### src/rtl/ps2_entry_pkg.sv
// rtl/ps2_entry_pkg.sv - scan-code constants, parser states and digit decode for the PS/2 digit entry block
package ps2_entry_pkg;

    localparam logic [7:0] SC_BREAK  = 8'hF0;
    localparam logic [7:0] SC_EXTEND = 8'hE0;
    localparam logic [7:0] SC_ENTER  = 8'h5A;
    localparam logic [7:0] SC_BKSP   = 8'h66;
    localparam logic [7:0] SC_ESC    = 8'h76;

    typedef enum logic [1:0] {
        PS_IDLE,
        PS_BRK,
        PS_EXT,
        PS_EXT_BRK
    } parse_state_t;

    typedef struct packed {
        logic       is_digit;
        logic [3:0] value;
    } digit_dec_t;

    // Top-row and keypad digits share one decode; anything else reports is_digit=0.
    function automatic digit_dec_t decode_digit(input logic [7:0] code);
        digit_dec_t r;
        r.is_digit = 1'b1;
        case (code)
            8'h45, 8'h70: r.value = 4'd0;
            8'h16, 8'h69: r.value = 4'd1;
            8'h1E, 8'h72: r.value = 4'd2;
            8'h26, 8'h7A: r.value = 4'd3;
            8'h25, 8'h6B: r.value = 4'd4;
            8'h2E, 8'h73: r.value = 4'd5;
            8'h36, 8'h74: r.value = 4'd6;
            8'h3D, 8'h6C: r.value = 4'd7;
            8'h3E, 8'h75: r.value = 4'd8;
            8'h46, 8'h7D: r.value = 4'd9;
            default: begin
                r.is_digit = 1'b0;
                r.value    = 4'd0;
            end
        endcase
        return r;
    endfunction

endpackage

### src/rtl/ps2_digit_entry_if.sv
// rtl/ps2_digit_entry_if.sv - key stream, mode controls and entry results of the digit entry block
interface ps2_digit_entry_if #(
    parameter int NUM_DIGITS = 4,
    parameter int NUM_MODES  = 7
);
    localparam int CNT_W  = $clog2(NUM_DIGITS + 1);
    localparam int MODE_W = $clog2(NUM_MODES + 1);

    logic [7:0]              key_data;
    logic                    key_valid;
    logic                    check_duration;
    logic                    check_load;
    logic                    select_auto;
    logic [4*NUM_DIGITS-1:0] duration_out;
    logic [CNT_W-1:0]        digit_count;
    logic [MODE_W-1:0]       auto_mode;
    logic                    enter_pressed;
    logic                    auto_set;
    logic                    valid_key;
    logic                    overflow;

    modport master (
        output key_data, key_valid, check_duration, check_load, select_auto,
        input  duration_out, digit_count, auto_mode, enter_pressed, auto_set, valid_key, overflow
    );

    modport slave (
        input  key_data, key_valid, check_duration, check_load, select_auto,
        output duration_out, digit_count, auto_mode, enter_pressed, auto_set, valid_key, overflow
    );

endinterface

### src/rtl/ps2_scan_parser.sv
// rtl/ps2_scan_parser.sv - PS/2 set-2 prefix parser with typematic repeat suppression
module ps2_scan_parser
    import ps2_entry_pkg::*;
#(
    parameter int REPEAT_FILTER = 1
) (
    input  logic       clock,
    input  logic       reset,
    input  logic [7:0] key_data,
    input  logic       key_valid,
    output logic       make_strobe,
    output logic       break_strobe,
    output logic [7:0] code,
    output logic       extended
);

    parse_state_t state_q, state_d;
    logic         raw_make;
    logic         raw_break;
    logic         held_valid_q;
    logic [8:0]   held_key_q;
    logic         key_matches_held;

    always_ff @(posedge clock) begin
        if (reset) begin
            state_q <= PS_IDLE;
        end else begin
            state_q <= state_d;
        end
    end

    always_comb begin
        state_d   = state_q;
        raw_make  = 1'b0;
        raw_break = 1'b0;
        extended  = 1'b0;
        if (key_valid) begin
            case (state_q)
                PS_IDLE: begin
                    if (key_data == SC_BREAK)       state_d = PS_BRK;
                    else if (key_data == SC_EXTEND) state_d = PS_EXT;
                    else                            raw_make = 1'b1;
                end
                PS_EXT: begin
                    extended = 1'b1;
                    if (key_data == SC_BREAK) begin
                        state_d = PS_EXT_BRK;
                    end else begin
                        raw_make = 1'b1;
                        state_d  = PS_IDLE;
                    end
                end
                PS_BRK: begin
                    raw_break = 1'b1;
                    state_d   = PS_IDLE;
                end
                PS_EXT_BRK: begin
                    extended  = 1'b1;
                    raw_break = 1'b1;
                    state_d   = PS_IDLE;
                end
                default: state_d = PS_IDLE;
            endcase
        end
    end

    assign code             = key_data;
    assign key_matches_held = held_valid_q && (held_key_q == {extended, key_data});
    assign make_strobe      = raw_make && !((REPEAT_FILTER != 0) && key_matches_held);
    assign break_strobe     = raw_break;

    // Only the most recent accepted make is remembered; releasing any other key leaves it armed.
    always_ff @(posedge clock) begin
        if (reset) begin
            held_valid_q <= 1'b0;
            held_key_q   <= 9'd0;
        end else if (make_strobe) begin
            held_valid_q <= 1'b1;
            held_key_q   <= {extended, key_data};
        end else if (raw_break && key_matches_held) begin
            held_valid_q <= 1'b0;
        end
    end

endmodule

### src/rtl/ps2_digit_entry.sv
// rtl/ps2_digit_entry.sv - BCD duration entry and auto-mode selection from PS/2 key strokes
module ps2_digit_entry
    import ps2_entry_pkg::*;
#(
    parameter int NUM_DIGITS    = 4,
    parameter int NUM_MODES     = 7,
    parameter int REPEAT_FILTER = 1
) (
    input  logic               clock,
    input  logic               reset,
    ps2_digit_entry_if.slave   bus
);

    localparam int MODE_W = $clog2(NUM_MODES + 1);
    localparam int CNT_W  = $clog2(NUM_DIGITS + 1);
    localparam logic [CNT_W-1:0] FULL = CNT_W'(NUM_DIGITS);

    logic                    make_strobe;
    logic                    break_strobe;
    logic [7:0]              code;
    logic                    extended;
    digit_dec_t              dig;
    logic                    is_digit, is_bksp, is_esc, is_enter, mode_ok;
    logic [4*NUM_DIGITS-1:0] duration_q;
    logic [CNT_W-1:0]        count_q;
    logic [MODE_W-1:0]       mode_q;
    logic                    enter_q, auto_set_q, valid_key_q, overflow_q;

    ps2_scan_parser #(
        .REPEAT_FILTER (REPEAT_FILTER)
    ) u_parser (
        .clock        (clock),
        .reset        (reset),
        .key_data     (bus.key_data),
        .key_valid    (bus.key_valid),
        .make_strobe  (make_strobe),
        .break_strobe (break_strobe),
        .code         (code),
        .extended     (extended)
    );

    always_comb assert (!(make_strobe && break_strobe));

    // Digits, Backspace and Escape come from the main block only; Enter exists in both forms.
    assign dig      = decode_digit(code);
    assign is_digit = make_strobe && !extended && dig.is_digit;
    assign is_bksp  = make_strobe && !extended && (code == SC_BKSP);
    assign is_esc   = make_strobe && !extended && (code == SC_ESC);
    assign is_enter = make_strobe && (code == SC_ENTER);
    assign mode_ok  = (dig.value != 4'd0) && (32'(dig.value) <= NUM_MODES);

    always_ff @(posedge clock) begin
        if (reset) begin
            duration_q  <= '0;
            count_q     <= '0;
            mode_q      <= '0;
            enter_q     <= 1'b0;
            auto_set_q  <= 1'b0;
            valid_key_q <= 1'b0;
            overflow_q  <= 1'b0;
        end else begin
            enter_q     <= is_enter && (bus.check_duration || bus.check_load);
            auto_set_q  <= 1'b0;
            valid_key_q <= 1'b0;
            overflow_q  <= 1'b0;
            if (bus.select_auto) begin
                if (is_digit && mode_ok) begin
                    mode_q     <= MODE_W'(dig.value);
                    auto_set_q <= 1'b1;
                end else if (is_esc) begin
                    duration_q <= '0;
                    count_q    <= '0;
                    mode_q     <= '0;
                end
            end else if (bus.check_duration) begin
                if (is_digit) begin
                    if (count_q != FULL) begin
                        duration_q  <= {duration_q[4*NUM_DIGITS-5:0], dig.value};
                        count_q     <= count_q + 1'b1;
                        valid_key_q <= 1'b1;
                    end else begin
                        overflow_q  <= 1'b1;
                    end
                end else if (is_bksp && (count_q != '0)) begin
                    duration_q <= {4'd0, duration_q[4*NUM_DIGITS-1:4]};
                    count_q    <= count_q - 1'b1;
                end else if (is_esc) begin
                    duration_q <= '0;
                    count_q    <= '0;
                    mode_q     <= '0;
                end
            end
        end
    end

    assign bus.duration_out  = duration_q;
    assign bus.digit_count   = count_q;
    assign bus.auto_mode     = mode_q;
    assign bus.enter_pressed = enter_q;
    assign bus.auto_set      = auto_set_q;
    assign bus.valid_key     = valid_key_q;
    assign bus.overflow      = overflow_q;

endmodule

### src/flat_wrapper.sv
// flat-port wrapper written by rule: the top's interface ports become plain ports
module ps2_digit_entry_flat import ps2_entry_pkg::*;
#(
    parameter int NUM_DIGITS    = 4,
    parameter int NUM_MODES     = 7,
    parameter int REPEAT_FILTER = 1
)
  (clock, reset, bus_key_data, bus_key_valid, bus_check_duration, bus_check_load, bus_select_auto, bus_duration_out, bus_digit_count, bus_auto_mode, bus_enter_pressed, bus_auto_set, bus_valid_key, bus_overflow);
  ps2_digit_entry_if #(.NUM_DIGITS(NUM_DIGITS), .NUM_MODES(NUM_MODES)) bus_i ();
  input  logic clock;
  input  logic reset;
  input wire logic [$bits(bus_i.key_data)-1:0] bus_key_data;
  input wire logic [$bits(bus_i.key_valid)-1:0] bus_key_valid;
  input wire logic [$bits(bus_i.check_duration)-1:0] bus_check_duration;
  input wire logic [$bits(bus_i.check_load)-1:0] bus_check_load;
  input wire logic [$bits(bus_i.select_auto)-1:0] bus_select_auto;
  output wire logic [$bits(bus_i.duration_out)-1:0] bus_duration_out;
  output wire logic [$bits(bus_i.digit_count)-1:0] bus_digit_count;
  output wire logic [$bits(bus_i.auto_mode)-1:0] bus_auto_mode;
  output wire logic [$bits(bus_i.enter_pressed)-1:0] bus_enter_pressed;
  output wire logic [$bits(bus_i.auto_set)-1:0] bus_auto_set;
  output wire logic [$bits(bus_i.valid_key)-1:0] bus_valid_key;
  output wire logic [$bits(bus_i.overflow)-1:0] bus_overflow;
  assign bus_i.key_data = bus_key_data;
  assign bus_i.key_valid = bus_key_valid;
  assign bus_i.check_duration = bus_check_duration;
  assign bus_i.check_load = bus_check_load;
  assign bus_i.select_auto = bus_select_auto;
  assign bus_duration_out = bus_i.duration_out;
  assign bus_digit_count = bus_i.digit_count;
  assign bus_auto_mode = bus_i.auto_mode;
  assign bus_enter_pressed = bus_i.enter_pressed;
  assign bus_auto_set = bus_i.auto_set;
  assign bus_valid_key = bus_i.valid_key;
  assign bus_overflow = bus_i.overflow;
  ps2_digit_entry #(.NUM_DIGITS(NUM_DIGITS), .NUM_MODES(NUM_MODES), .REPEAT_FILTER(REPEAT_FILTER)) u_core (.clock(clock), .reset(reset), .bus(bus_i));
endmodule
### config.mk
export PLATFORM = sky130hd
export DESIGN_NAME = ps2_digit_entry_flat
export DESIGN_NICKNAME = d
export VERILOG_FILES = /design/src/rtl/ps2_entry_pkg.sv /design/src/rtl/ps2_digit_entry_if.sv /design/src/rtl/ps2_scan_parser.sv /design/src/rtl/ps2_digit_entry.sv /design/src/flat_wrapper.sv
export SDC_FILE = /design/constraint.sdc
export NUM_CORES = 1
export LEC_CHECK = 0
export ABC_AREA = 1
export CAP_MARGIN = 10
export CORE_MARGIN = 5
export CORE_UTILIZATION = 30
export CTS_CLUSTER_SIZE = 20
export DETAILED_ROUTE_END_ITERATION = 7
export GPL_TIMING_DRIVEN = 1
export SLEW_MARGIN = 0
export SYNTH_ARGS = -nofsm -noshare
export SYNTH_HDL_FRONTEND = slang
export SYNTH_SLANG_ARGS = --single-unit
### constraint.sdc
create_clock -name clock -period 3.85 [get_ports clock]
set_input_delay 1.155 -clock clock [delete_from_list [all_inputs] [get_ports clock]]
set_output_delay 1.155 -clock clock [all_outputs]
set_load 0.05 [all_outputs]
==> results of run 1 <==
## final timing paths
kind	start	to	slack (ns)	depth (start not counted)
worst min register to register	u_core.u_parser.held_key_q[6]	u_core.u_parser.held_key_q[6]	0.48	2
worst max-delay path	bus_key_data[1]	u_core.bus.auto_mode[1]	0.75	15
worst max register to register	u_core.u_parser.held_valid_q	u_core.bus.duration_out[12]	1.95	12
worst min-delay path	u_core.u_parser.held_key_q[6]	u_core.u_parser.held_key_q[6]	0.48	2
## metal layers
metal / share of wire (%) / vias to the layer above / track usage (%) / wire, um
li1: - / 1240 / - / -
met3: 4.7 / 6 / 3.16 / 291
met1: 48 / 1032 / 17.6 / 2970
met4: 1.6 / 0 / 4.10 / 99
met5: 0 / - / 0 / 0
met2: 45 / 53 / 19.7 / 2790
## state kept, by name, indices dropped and copies added, names as in the netlist
name                          count
u_core.bus.auto_set               1
u_core.u_parser.held_key_q        9
u_core.bus.digit_count            3
u_core.bus.auto_mode              3
u_core.bus.valid_key              1
u_core.bus.enter_pressed          1
u_core.bus.overflow               1
u_core.u_parser.state_q           2
u_core.bus.duration_out          16
u_core.u_parser.held_valid_q      1
## per-stage QoR
| stage | area, um2 | total power [W] |
|---|---|---|
| final | 3020 | 0.000931 |
| after global routing | 3020 | 0.000977 |
| after CTS | 3020 | 0.000947 |
| after detailed placement | 2880 | 0.000525 |
| after global placement | 2880 | 0.000524 |
| after floorplan | 2390 | 0.000487 |
## where the power goes
group,internal (W),total (W),switching [W]
registers,0.000401,0.000407,0.00000573
clock network,0.000260,0.000415,0.000155
logic,0.0000398,0.000110,0.0000699
total,0.000700,0.000931,0.000231
## cells in the mapped netlist (2+ instances only)
cell type | instances | share of area (%)
nor2_1 | 41 | 6.4
nand2_1 | 104 | 16
clkbuf_1 | 5 | 0.79
nor3_1 | 3 | 0.63
ha_1 | 3 | 1.6
o21ai_2 | 2 | 0.73
o22ai_1 | 9 | 2.4
nand2_4 | 2 | 0.94
nor2_4 | 4 | 1.9
nand3_2 | 3 | 1.3
inv_1 | 35 | 5.5
o21ai_0 | 14 | 2.9
nor2_8 | 2 | 1.7
a21oi_1 | 32 | 6.7
nand2_2 | 7 | 1.8
inv_2 | 12 | 1.9
buf_2 | 2 | 0.42
nor2_2 | 5 | 1.3
dfxtp_1 | 38 | 32
nand4_1 | 4 | 1.0
nand3_1 | 21 | 4.4
xnor2_1 | 8 | 2.9
## worst reg2reg max path: stages, from the launching register on
cell and delay (ns):
dfxtp_1 0.38, inv_1 0.06, nor2_1 0.10, nand2_1 0.06, nor2_1 0.15, nand3_1 0.15, nand2_2 0.18, nor2_8 0.07
nand3_2 0.12, nand2_1 0.07, inv_2 0.22, nand3_1 0.12, a21oi_1 0.15
## logic make-up after synthesis
family,count (synthesis)
adders and majority gates,3
and+or+nand+nor,199
AOI/OAI and AO/OA,60
buffers and inverters,56
DFF,38
xor gates and xnor gates,9
## area by class of cell
cell class | instances | area, um2
Fill cell | 806 | 4710
Inverter | 47 | 176
Multi-Input combinational cell | 271 | 1400
Sequential cell | 38 | 761
Clock buffer | 5 | 68.8
Clock inverter | 3 | 68.8
Tap cell | 102 | 128
Timing Repair Buffer | 42 | 413
==> results.toml, run 1 <==
[detailed_routing]
drt-total-wl_um = 6150
wl_per_cell_um = 12.1
antenna_left = 0
firstDrtPassIters = 4
viasPerCell = 4.59
drt_iter0_markers = 110
vias = 2331
drc = 0

[clock_network]
cts_setup_buffers = 0
htreeDepth = 2
cts_max_path_buffers = 2
cts_tree = "done"
hold_buffers = 0
clock-sinks = 38
clock_latency_ns = 0.29
cts-buffers-inserted = 5
path_clk_slew_ns = 0.08
cts_root_buffer = "clkbuf_8"
cts-resized-gates = 0

[synth]
post_synth.cell_area_avg_um2 = 6.55
synth-compound-area-share_pct = 14.0
synth-edff-count = 0
synthMuxAreaShare_pct = 0
synth_nets = 382
synthXorXnorAreaFrac_pct = 3.30
synth_flop_cell = "dfxtp_1"
synthAdderAreaFrac_pct = 1.57
ys_seq_area_share_pct = 31.8
synth-seq-cells = 38
synthCells = 365
synthArstFlopShare_pct = 0
synth_cell_types = 31
synth_top_family_by_area = "simple AND/OR/NAND/NOR gates"
synth_warnings = 0
syn_area_um2 = 2390
synth_simple_gate_area_share_pct = 39.8

[power_and_ir_drop]
p_leak_nw = 1.19
peakVddDrop_uv = 209
power.density_nw_per_um2 = 309

[critical_path]
worstPathArrival_ns = 3.33
start_kind = "primary input"
crit_path_frequent_cell = "nand2_1"
worstPathCellList = "clkdlybuf4s50_1, inv_2, nand2_2, nor2_1, nand3b_2, nand2_1, nor2_2, nand2_2, nor2_8, nand2_1, inv_2, nand3_2, nand2_1, nand3_1, a21oi_1"
max_stage_delay_ns = 0.60
endpoint_kind = "flip-flop"
crit_buf_inv = 3
path_class = "in -> reg"
slowest_stage = "clkdlybuf4s50_1"
critical_path_required_ns = 4.08
worstPathMaxFanout = 10
cpLargestDelayFamily = "simple AND/OR/NAND/NOR gates"

[final_layout]
final_core_util_pct = 39.0
layout.nets = 422
syn_to_final_growth_pct = 26.2
fin_cells = 508
diodes = 0
drive_gt1_share_pct = 13.1
mostFrequentLayoutCell = "nand2_1"
mostFrequentLayoutCells = "104 x nand2_1, 41 x nor2_1, 39 x clkdlybuf4s50_1, 38 x dfxtp_1, 35 x inv_1"

[global_routing]
grt_pass1_wl_um = 10400
grt_overflow = 0
grt_pass1_vias = 2219
antenna_found_initial = 0
grt_max_degree = 25
track_usage_pct = 12.8

[floorplanning]
design.die.area_um2 = 9850
rows = 32
die_y_um = 99.3
ios = 40
coreArea_um2 = 7730
initial_core_util_pct = 30.9
die_x_um = 99.3

[place]
port_buffers = 39
hpwl_um = 4630
gp_congestion = 0.903
dp.cells = 500
preCtsSetupSlack_ns = 0.441

[sta]
clock-skew-final_ns = 0.00419
slew_headroom_pct = 66.1
fin_tns_setup_ns = 0
setup_violations = 0
hold_viol_final = 0
fin_ws_ns = 0.747
period_share_pct = 80.6
rsz0062_at_grt = "no"
finalMaxSlewViolations = 0
worst_pin_slew_ns = 0.507
max_freq_mhz = 322
fin_crit_ns = 3.10
whs_ns = 0.478

[hold_path]
hp-class = "reg -> reg"

[outcome]
status = "finished, final reports clean"

[flow_run]
drv_cap = 0
Note: power is estimated with default switching activity, not from simulation.
==> inputs of run 2 (changes only) <==
clock period = 3.2 ns   (was 3.85 ns; I/O delays follow)
==> run 2 against run 1 <==
Critical path depth grew 1. Global-route usage up 0.42 points. Sequential share of layout area is 0.51 points lower. Clock power is 22% higher. Hold slack better by 0.0025 ns. Highest routed layer unchanged. Non-clock buffer count rose by 5. Sequential power increased by 20%. Largest power group unchanged. Die area unchanged. Utilization up 0.81 points. Routed wire length grew 2.4%.
==> results.toml, run 2 (synthesis gave the netlist of run 1 again) <==
[outcome]
status = "finished, final reports clean"

[sta]
rsz0062_at_grt = "no"
fin_tns_setup_ns = 0
setup_violations = 0
slew_headroom_pct = 66.2
whs_ns = 0.480
finalMaxSlewViolations = 0
hold_viol_final = 0
period_share_pct = 89.5
max_freq_mhz = 349
fin_ws_ns = 0.336
worst_pin_slew_ns = 0.506
clock-skew-final_ns = 0.0131
fin_crit_ns = 2.86

[critical_path]
worstPathCellList = "clkdlybuf4s50_1, inv_2, nand2_1, nor2_1, nand2_1, nand2_1, nor2_2, nand2_2, nor2_4, nand2_4, nand3_2, nand2_4, nor2_8, nand2_8, o21ai_2, inv_1"
rr_worst_depth = 13
r2r-start = "u_core.u_parser.state_q[1]"
critical_path_required_ns = 3.40
cp-endpoint = "u_core.bus.digit_count[0]"
rrSetupSlack_ns = 1.27
start_kind = "primary input"
startpoint = "bus_key_data[1]"
crit_path_frequent_cell = "nand2_1"
slowest_stage = "clkdlybuf4s50_1"
path_class = "in -> reg"
worstPathMaxFanout = 19
endpoint_kind = "flip-flop"
worstPathArrival_ns = 3.07
max_stage_delay_ns = 0.59
r2r-end = "u_core.bus.digit_count[0]"

[detailed_routing]
firstDrtPassIters = 4
drt-total-wl_um = 6300
antenna_left = 0
top_layer_used = "met4"
wl_met3_um = 280
vias = 2359
route.met2.wl_um = 2840
viasPerCell = 4.60
drc = 0
drt_iter0_markers = 162
met1Wirelength_um = 3090
wl_per_cell_um = 12.3

[clock_network]
cts_root_buffer = "clkbuf_8"
htreeDepth = 2
cts_max_path_buffers = 2
path_clk_slew_ns = 0.09
clock_latency_ns = 0.30
cts-resized-gates = 0
cts-buffers-inserted = 5
cts_tree = "done"
hold_buffers = 0
clock-sinks = 38
cts_setup_buffers = 0

[place]
port_buffers = 39
preCtsSetupSlack_ns = 0.0194
postPlaceCellArea_um2 = 2940
hpwl_um = 4830
gp_congestion = 0.958

[power_and_ir_drop]
power.density_nw_per_um2 = 368
p_leak_nw = 1.22
post-layout-total-power_w = 0.00113
peakVddDrop_uv = 171

[global_routing]
antenna_found_initial = 0
grt_max_degree = 24
grt_pass1_vias = 2259
track_usage_pct = 13.3
grt_overflow = 0
grt_pass1_wl_um = 10800

[floorplanning]
coreArea_um2 = 7730
rows = 32
die_y_um = 99.3
die_x_um = 99.3
ios = 40
design.die.area_um2 = 9850
initial_core_util_pct = 30.9

[final_layout]
largest_reg_flops = 16
fillerInstances = 786
mostFrequentLayoutCell = "nand2_1"
mostFrequentLayoutCells = "104 x nand2_1, 41 x nor2_1, 39 x clkdlybuf4s50_1, 38 x dfxtp_1, 35 x inv_1"
layout.nets = 427
diodes = 0
final_cell_area_um2 = 3080
drive_gt1_share_pct = 14.1
syn_to_final_growth_pct = 28.8

[hold_path]
hp-class = "reg -> reg"

[flow_run]
drv_cap = 0
run 2: cell type report:
cell class	count	area, um2	share of cell area [%]
clock buffer	5	68.8	2.23
clock inverter	3	68.8	2.23
inverter	47	176	5.73
multi-input combinational	271	1400	45.5
sequential	38	761	24.7
tap	102	128	4.14
timing repair buffer	47	475	15.4
run 2: power by group:
part	internal (W)	switching, W	leakage, nW
sequential	0.000482	0.00000621	0.309
combinational	0.0000526	0.0000869	0.847
clock	0.000313	0.000194	0.0683
total	0.000848	0.000287	1.22
run 2: critical path: cells and delay by family:
| family | cells | cell delay [ns] |
|---|---|---|
| simple gates | 12 | 1.26 |
| buf+inv | 3 | 0.71 |
| compound gates | 1 | 0.12 |
run 2: worst min path at each step:
stage,startpoint,end,slack [ns],cells past startpoint
2_1_floorplan,u_core.u_parser.held_key_q[6],u_core.u_parser.held_key_q[6],0.44,2
3_3_place_gp,u_core.bus.duration_out[13],u_core.bus.duration_out[13],0.47,2
3_5_place_dp,u_core.bus.duration_out[5],u_core.bus.duration_out[5],0.47,2
4_1_cts,u_core.bus.duration_out[5],u_core.bus.duration_out[5],0.48,2
5_1_grt,u_core.bus.duration_out[6],u_core.bus.duration_out[6],0.50,2
6_report,u_core.bus.duration_out[5],u_core.bus.duration_out[5],0.48,2
run 2: metrics by stage:
stage               std cells  util (%)
CTS                       513      39.8
floorplan                 365         -
global placement          505      38.1
finish                    513      39.8
global route              513      39.8
detailed placement        505      38.1
run 2: per-layer routing:
layer,vias to the layer above,track usage (%)
met5,-,0
met4,0,4.10
met3,12,2.59
met2,50,21.0
met1,1046,18.1
li1,1251,-
